**src/rtl/mem_arbiter.sv**
```systemverilog
// mem_arbiter: serialises fetch and data accesses onto the shared byte-lane memory.
// MEM_ARB_RR_EN selects round-robin tie-break; undefined gives data-over-fetch priority.
module mem_arbiter #(
   parameter int RD_LAT = 1
) (
   input  logic        Clock,
   input  logic        Reset_n,
   input  logic        if_req,
   input  logic [15:0] if_addr,
   input  logic        dt_req,
   input  logic [15:0] dt_addr,
   input  logic        dt_wr,
   input  logic        dt_byte,
   input  logic [15:0] dt_wdata,
   output logic        if_done,
   output logic        dt_done,
   output logic [15:0] rdata,
   output logic        err,
   output logic        busy,
   output logic        owner,
   output logic [15:0] mem_lb_addr,
   output logic [15:0] mem_ub_addr,
   output logic [7:0]  mem_wd_lb,
   output logic [7:0]  mem_wd_ub,
   output logic        mem_byte,
   output logic        mem_wr,
   input  logic [7:0]  mem_rd_lb,
   input  logic [7:0]  mem_rd_ub
);
   typedef enum logic [1:0] {IDLE, ISSUE, WAIT, DONE} st_t;
   st_t         st_q, st_d;
   logic [2:0]  cnt_q, cnt_d;
   logic [15:0] addr_q, addr_d, wd_q, wd_d, rdata_q, rdata_d;
   logic        wr_q, wr_d, byte_q, byte_d, own_q, own_d, err_q, err_d;
   logic        pick_dt, mis;
`ifdef MEM_ARB_RR_EN
   assign pick_dt = dt_req & (~if_req | ~own_q);
`else
   assign pick_dt = dt_req;
`endif
   assign mis = ~(pick_dt & dt_byte) & (pick_dt ? dt_addr[0] : if_addr[0]);
   always_comb begin
      st_d    = st_q;
      cnt_d   = cnt_q;
      addr_d  = addr_q;
      wd_d    = wd_q;
      wr_d    = wr_q;
      byte_d  = byte_q;
      own_d   = own_q;
      err_d   = err_q;
      rdata_d = rdata_q;
      case (st_q)
         IDLE: if (if_req | dt_req) begin
            addr_d  = pick_dt ? dt_addr : if_addr;
            wd_d    = pick_dt ? dt_wdata : 16'h0000;
            wr_d    = pick_dt & dt_wr;
            byte_d  = pick_dt & dt_byte;
            own_d   = pick_dt;
            err_d   = mis;
            rdata_d = mis ? 16'h0000 : rdata_q;
            st_d    = mis ? DONE : ISSUE;
         end
         ISSUE: begin
            cnt_d = 3'(RD_LAT);
            st_d  = WAIT;
         end
         WAIT: if (cnt_q == 3'd1) begin
            rdata_d = wr_q ? rdata_q : byte_q ? {8'h00, mem_rd_lb} : {mem_rd_ub, mem_rd_lb};
            st_d    = DONE;
         end else cnt_d = cnt_q - 3'd1;
         default: st_d = IDLE;
      endcase
   end
   always_ff @(posedge Clock) begin
      if (!Reset_n) begin
         st_q    <= IDLE;
         cnt_q   <= 3'd0;
         addr_q  <= 16'h0000;
         wd_q    <= 16'h0000;
         wr_q    <= 1'b0;
         byte_q  <= 1'b0;
         own_q   <= 1'b0;
         err_q   <= 1'b0;
         rdata_q <= 16'h0000;
      end else begin
         st_q    <= st_d;
         cnt_q   <= cnt_d;
         addr_q  <= addr_d;
         wd_q    <= wd_d;
         wr_q    <= wr_d;
         byte_q  <= byte_d;
         own_q   <= own_d;
         err_q   <= err_d;
         rdata_q <= rdata_d;
      end
   end
   // reset gates the strobe so a write caught in ISSUE never reaches memory
   assign mem_wr      = (st_q == ISSUE) & wr_q & Reset_n;
   assign mem_byte    = byte_q;
   assign mem_lb_addr = addr_q;
   assign mem_ub_addr = addr_q + 16'd1;
   assign mem_wd_lb   = wd_q[7:0];
   assign mem_wd_ub   = wd_q[15:8];
   assign if_done     = (st_q == DONE) & ~own_q;
   assign dt_done     = (st_q == DONE) & own_q;
   assign rdata       = rdata_q;
   assign err         = err_q;
   assign busy        = st_q != IDLE;
   assign owner       = own_q;
endmodule

```
**config.mk**
```make
export PLATFORM = sky130hd
export DESIGN_NAME = mem_arbiter
export DESIGN_NICKNAME = d
export VERILOG_FILES = /design/src/rtl/mem_arbiter.sv
export SDC_FILE = /design/constraint.sdc
export NUM_CORES = 1
export LEC_CHECK = 0
export BUFFER_PORTS_ARGS = -buffer_cell sky130_fd_sc_hd__buf_2
export CAP_MARGIN = 20
export CORE_ASPECT_RATIO = 0.5
export CORE_MARGIN = 2
export CORE_UTILIZATION = 47
export CTS_BUF_LIST = sky130_fd_sc_hd__clkbuf_8
export CTS_CLUSTER_SIZE = 12
export DETAILED_ROUTE_END_ITERATION = 6
export PLACE_DENSITY = 0.86
export SYNTH_ARGS = -nofsm -noshare
export SYNTH_HDL_FRONTEND = slang
export SYNTH_SLANG_ARGS = --single-unit
```
**constraint.sdc**
```tcl
create_clock -name Clock -period 1.86 [get_ports Clock]
set_input_delay 0.372 -clock Clock [delete_from_list [all_inputs] [get_ports Clock]]
set_output_delay 0.372 -clock Clock [all_outputs]
set_load 0.03 [all_outputs]
```
==> reports/metrics.yaml <==
synth-seq-cells: 57
layout-drive-gt1-share_pct: 46.46
ys_seq_area_share_pct: 40.39
worst_skew_pair.late_latency_ps: 330
status: "finished, violations left"
cp-end-kind: "output pin"
synth_edf_count: 0
vias: 2790
path_class: "flip-flop to output pin"
setup_tns_ps: -907.0
drc: 0
root_buffer: "clkbuf_8"
netlist_instances: 316
dp_hpwl_um: 5300
violations: "negative setup slack"
fp.dieArea_mm2: 0.006685
crit_slowest_cell: "dfxtp_4"
dp_cells: 531
powerDensity_mw_per_mm2: 1447
vdd_ir_drop_max_uv: 980.2
slew_viol_final: 0
synth_mux_area_share_pct: 11.69
arrival_ps: 1630
synth_compound_area_share_pct: 14.17
most-common-layout-cells: "buf_2 (127), nand2_1 (72), dfxtp_1 (49)"
finalClockSkew_ps: 6.268
syn-num-nets: 395
tightest_slew_ps: 361.2
antenna_found_initial: 0
cp_max_fo: 3
gr-total-overflow: 0
routed_wl_um: 7700
hold_viol: 0
hold_path.class: "primary input to flip-flop"
timing.final.ws_setup_ps: -139.4
place.port_buffers: 140
wl_per_cell_um: 13.92
fmaxAchievable_mhz: 500.1
path_clk_slew_ps: 70
grt_use_total_pct: 22.66
htree_num_levels: 3
grt_pass1_vias: 2664
cts_buffer_depth: 2
synth_top_family_by_area: "simple AND/OR/NAND/NOR gates"
n_antenna_cell: 0
crit_chain: "and4_4 -> nor2b_4 -> and3_4 -> xor2_2 -> buf_6"
nFillCells: 405
period_share_pct: 107.5
area_growth_pct: 49.25
syn-cell-area_mm2: 0.002825
synthAdderAreaFrac_pct: 3.986
die_height_um: 58.83
final_common_cell: "buf_2"
grt_max_degree: 31
synth_cell_types: 36
placed_area_mm2: 0.003762
grt_first_pass_wirelength_um: 11910
layout.nets: 554
placementRows: 19
maxCapViolCount: 0
coreArea_mm2: 0.005634
holdWs_ps: 273.4
async_flop_share_pct: 0
rsz0062_at_grt: "yes"
ant_nets: 0
p_leak_nw: 2.223
synth-simple-area-share_pct: 20.86
io_pins: 141
dpl_worst_slack_ps: 27.60
drt-initial-drc-count: 131
dr.pass1.iters: 5
fin_area_mm2: 0.004217
fin_cells: 553
start_kind: "flip-flop"
finalSetupViolations: 8
cts_inserted_buffers: 9
die_x_um: 113.6
cp.required_ps: 1490
period_minus_slack_ps: 1999
place.gp.congestion: 0.8036
synth_xor_area_share_pct: 4.340
syn_avg_cell_area_um2: 8.941
vias_per_cell: 5.045
slowest_delay_ps: 370
synth_top_flop_cell: "dfxtp_1"
initial_core_util_pct: 50.14
slew_headroom_pct: 75.92
cts_tree: "done"
synth_warnings: 0
cts.sinks: 57
## layer usage
layer	wire, um	share of wire, %	up-vias	global-route usage [%]
met5	0	0	-	0
met4	134	1.7	0	7.840
met3	391	5.1	11	6.179
met2	4024	52	78	41.92
met1	3149	41	1309	25.89
li1	-	-	1392	-
## report_power, final
part	switching, mW	total [mW]	leakage, nW	internal, mW
Sequential	0.233	1.77	0.471	1.54
Combinational	1.96	3.19	1.65	1.23
Clock	0.498	1.14	0.0995	0.644
Total	2.69	6.10	2.22	3.41
## worst paths after layout
kind	from	end	slack [ps]	cells past startpoint
max	mem_lb_addr[0]$_SDFFE_PN0P_	mem_ub_addr[9]	-140	5
min	mem_rd_lb[2]	rdata[2]$_SDFFE_PN0P_	270	3
max reg2reg	st_q[0]$_SDFFE_PN0P_	mem_lb_addr[8]$_SDFFE_PN0P_	140	7
min reg2reg	rdata[11]$_SDFFE_PN0P_	rdata[11]$_SDFFE_PN0P_	450	2
## critical path, delay by kind of cell (launching register included)
| kind | cells | cell delay (ps) |
|---|---|---|
| flops | 1 | 370 |
| simple gates | 3 | 630 |
| xor+xnor | 1 | 150 |
| buf+inv | 1 | 150 |
## kinds of logic after synthesis
family,count (synthesis)
buf+inv,28
simple gates,130
mux,33
xor+xnor,14
fa+ha+maj,9
compound gates,45
flops,57
## flip-flops by register name, summed over array words and instances, names as in the netlist
| signal | count |
|---|---|
| mem_lb_addr | 16 |
| rdata | 16 |
| wd_q | 16 |
| cnt_q | 3 |
| st_q | 2 |
| err | 1 |
| mem_byte | 1 |
| owner | 1 |
| wr_q | 1 |
## stage by stage
step           utilization, %  power, mW
2_1_floorplan               -      3.802
3_3_place_gp            66.78      4.578
3_5_place_dp            66.78      4.617
4_1_cts                 73.06      5.952
5_1_grt                 74.84      6.410
6_report                74.84      6.103
## cell usage after synthesis (4+ instances only)
master    instances  area, um2
a21boi_0         18      135.1
and3_1            4      25.02
buf_2             4      20.02
clkbuf_1         11      41.29
dfxtp_1          57       1141
ha_1              9      112.6
inv_1             7      26.28
mux2i_1          33      330.3
nand2_1          73      274.0
nand3_1          24      120.1
nor2_1            8      30.03
nor2b_1           6      37.54
o211a_1          15      150.1
xnor2_1           9      78.83
xor2_1            5      43.79
## area by class of cell
cell class | instances | area [um2] | share of cell area (%)
multi-input cells | 231 | 1729 | 41.01
flip-flops and latches | 57 | 1161 | 27.54
repair buffers | 168 | 1008 | 23.92
clock buffers | 10 | 137.6 | 3.264
well taps | 73 | 91.34 | 2.166
clock inverters | 6 | 58.81 | 1.395
inverters | 8 | 30.03 | 0.7122
## timing repair
action,in CTS,in global routing
buffers inserted,4,3
pin swaps,9,11
endpoints found under the setup margin,11,31
resized for setup,38,22
gates cloned,0,0
hold buffers,0,0
(Power assumes the default switching activity.)
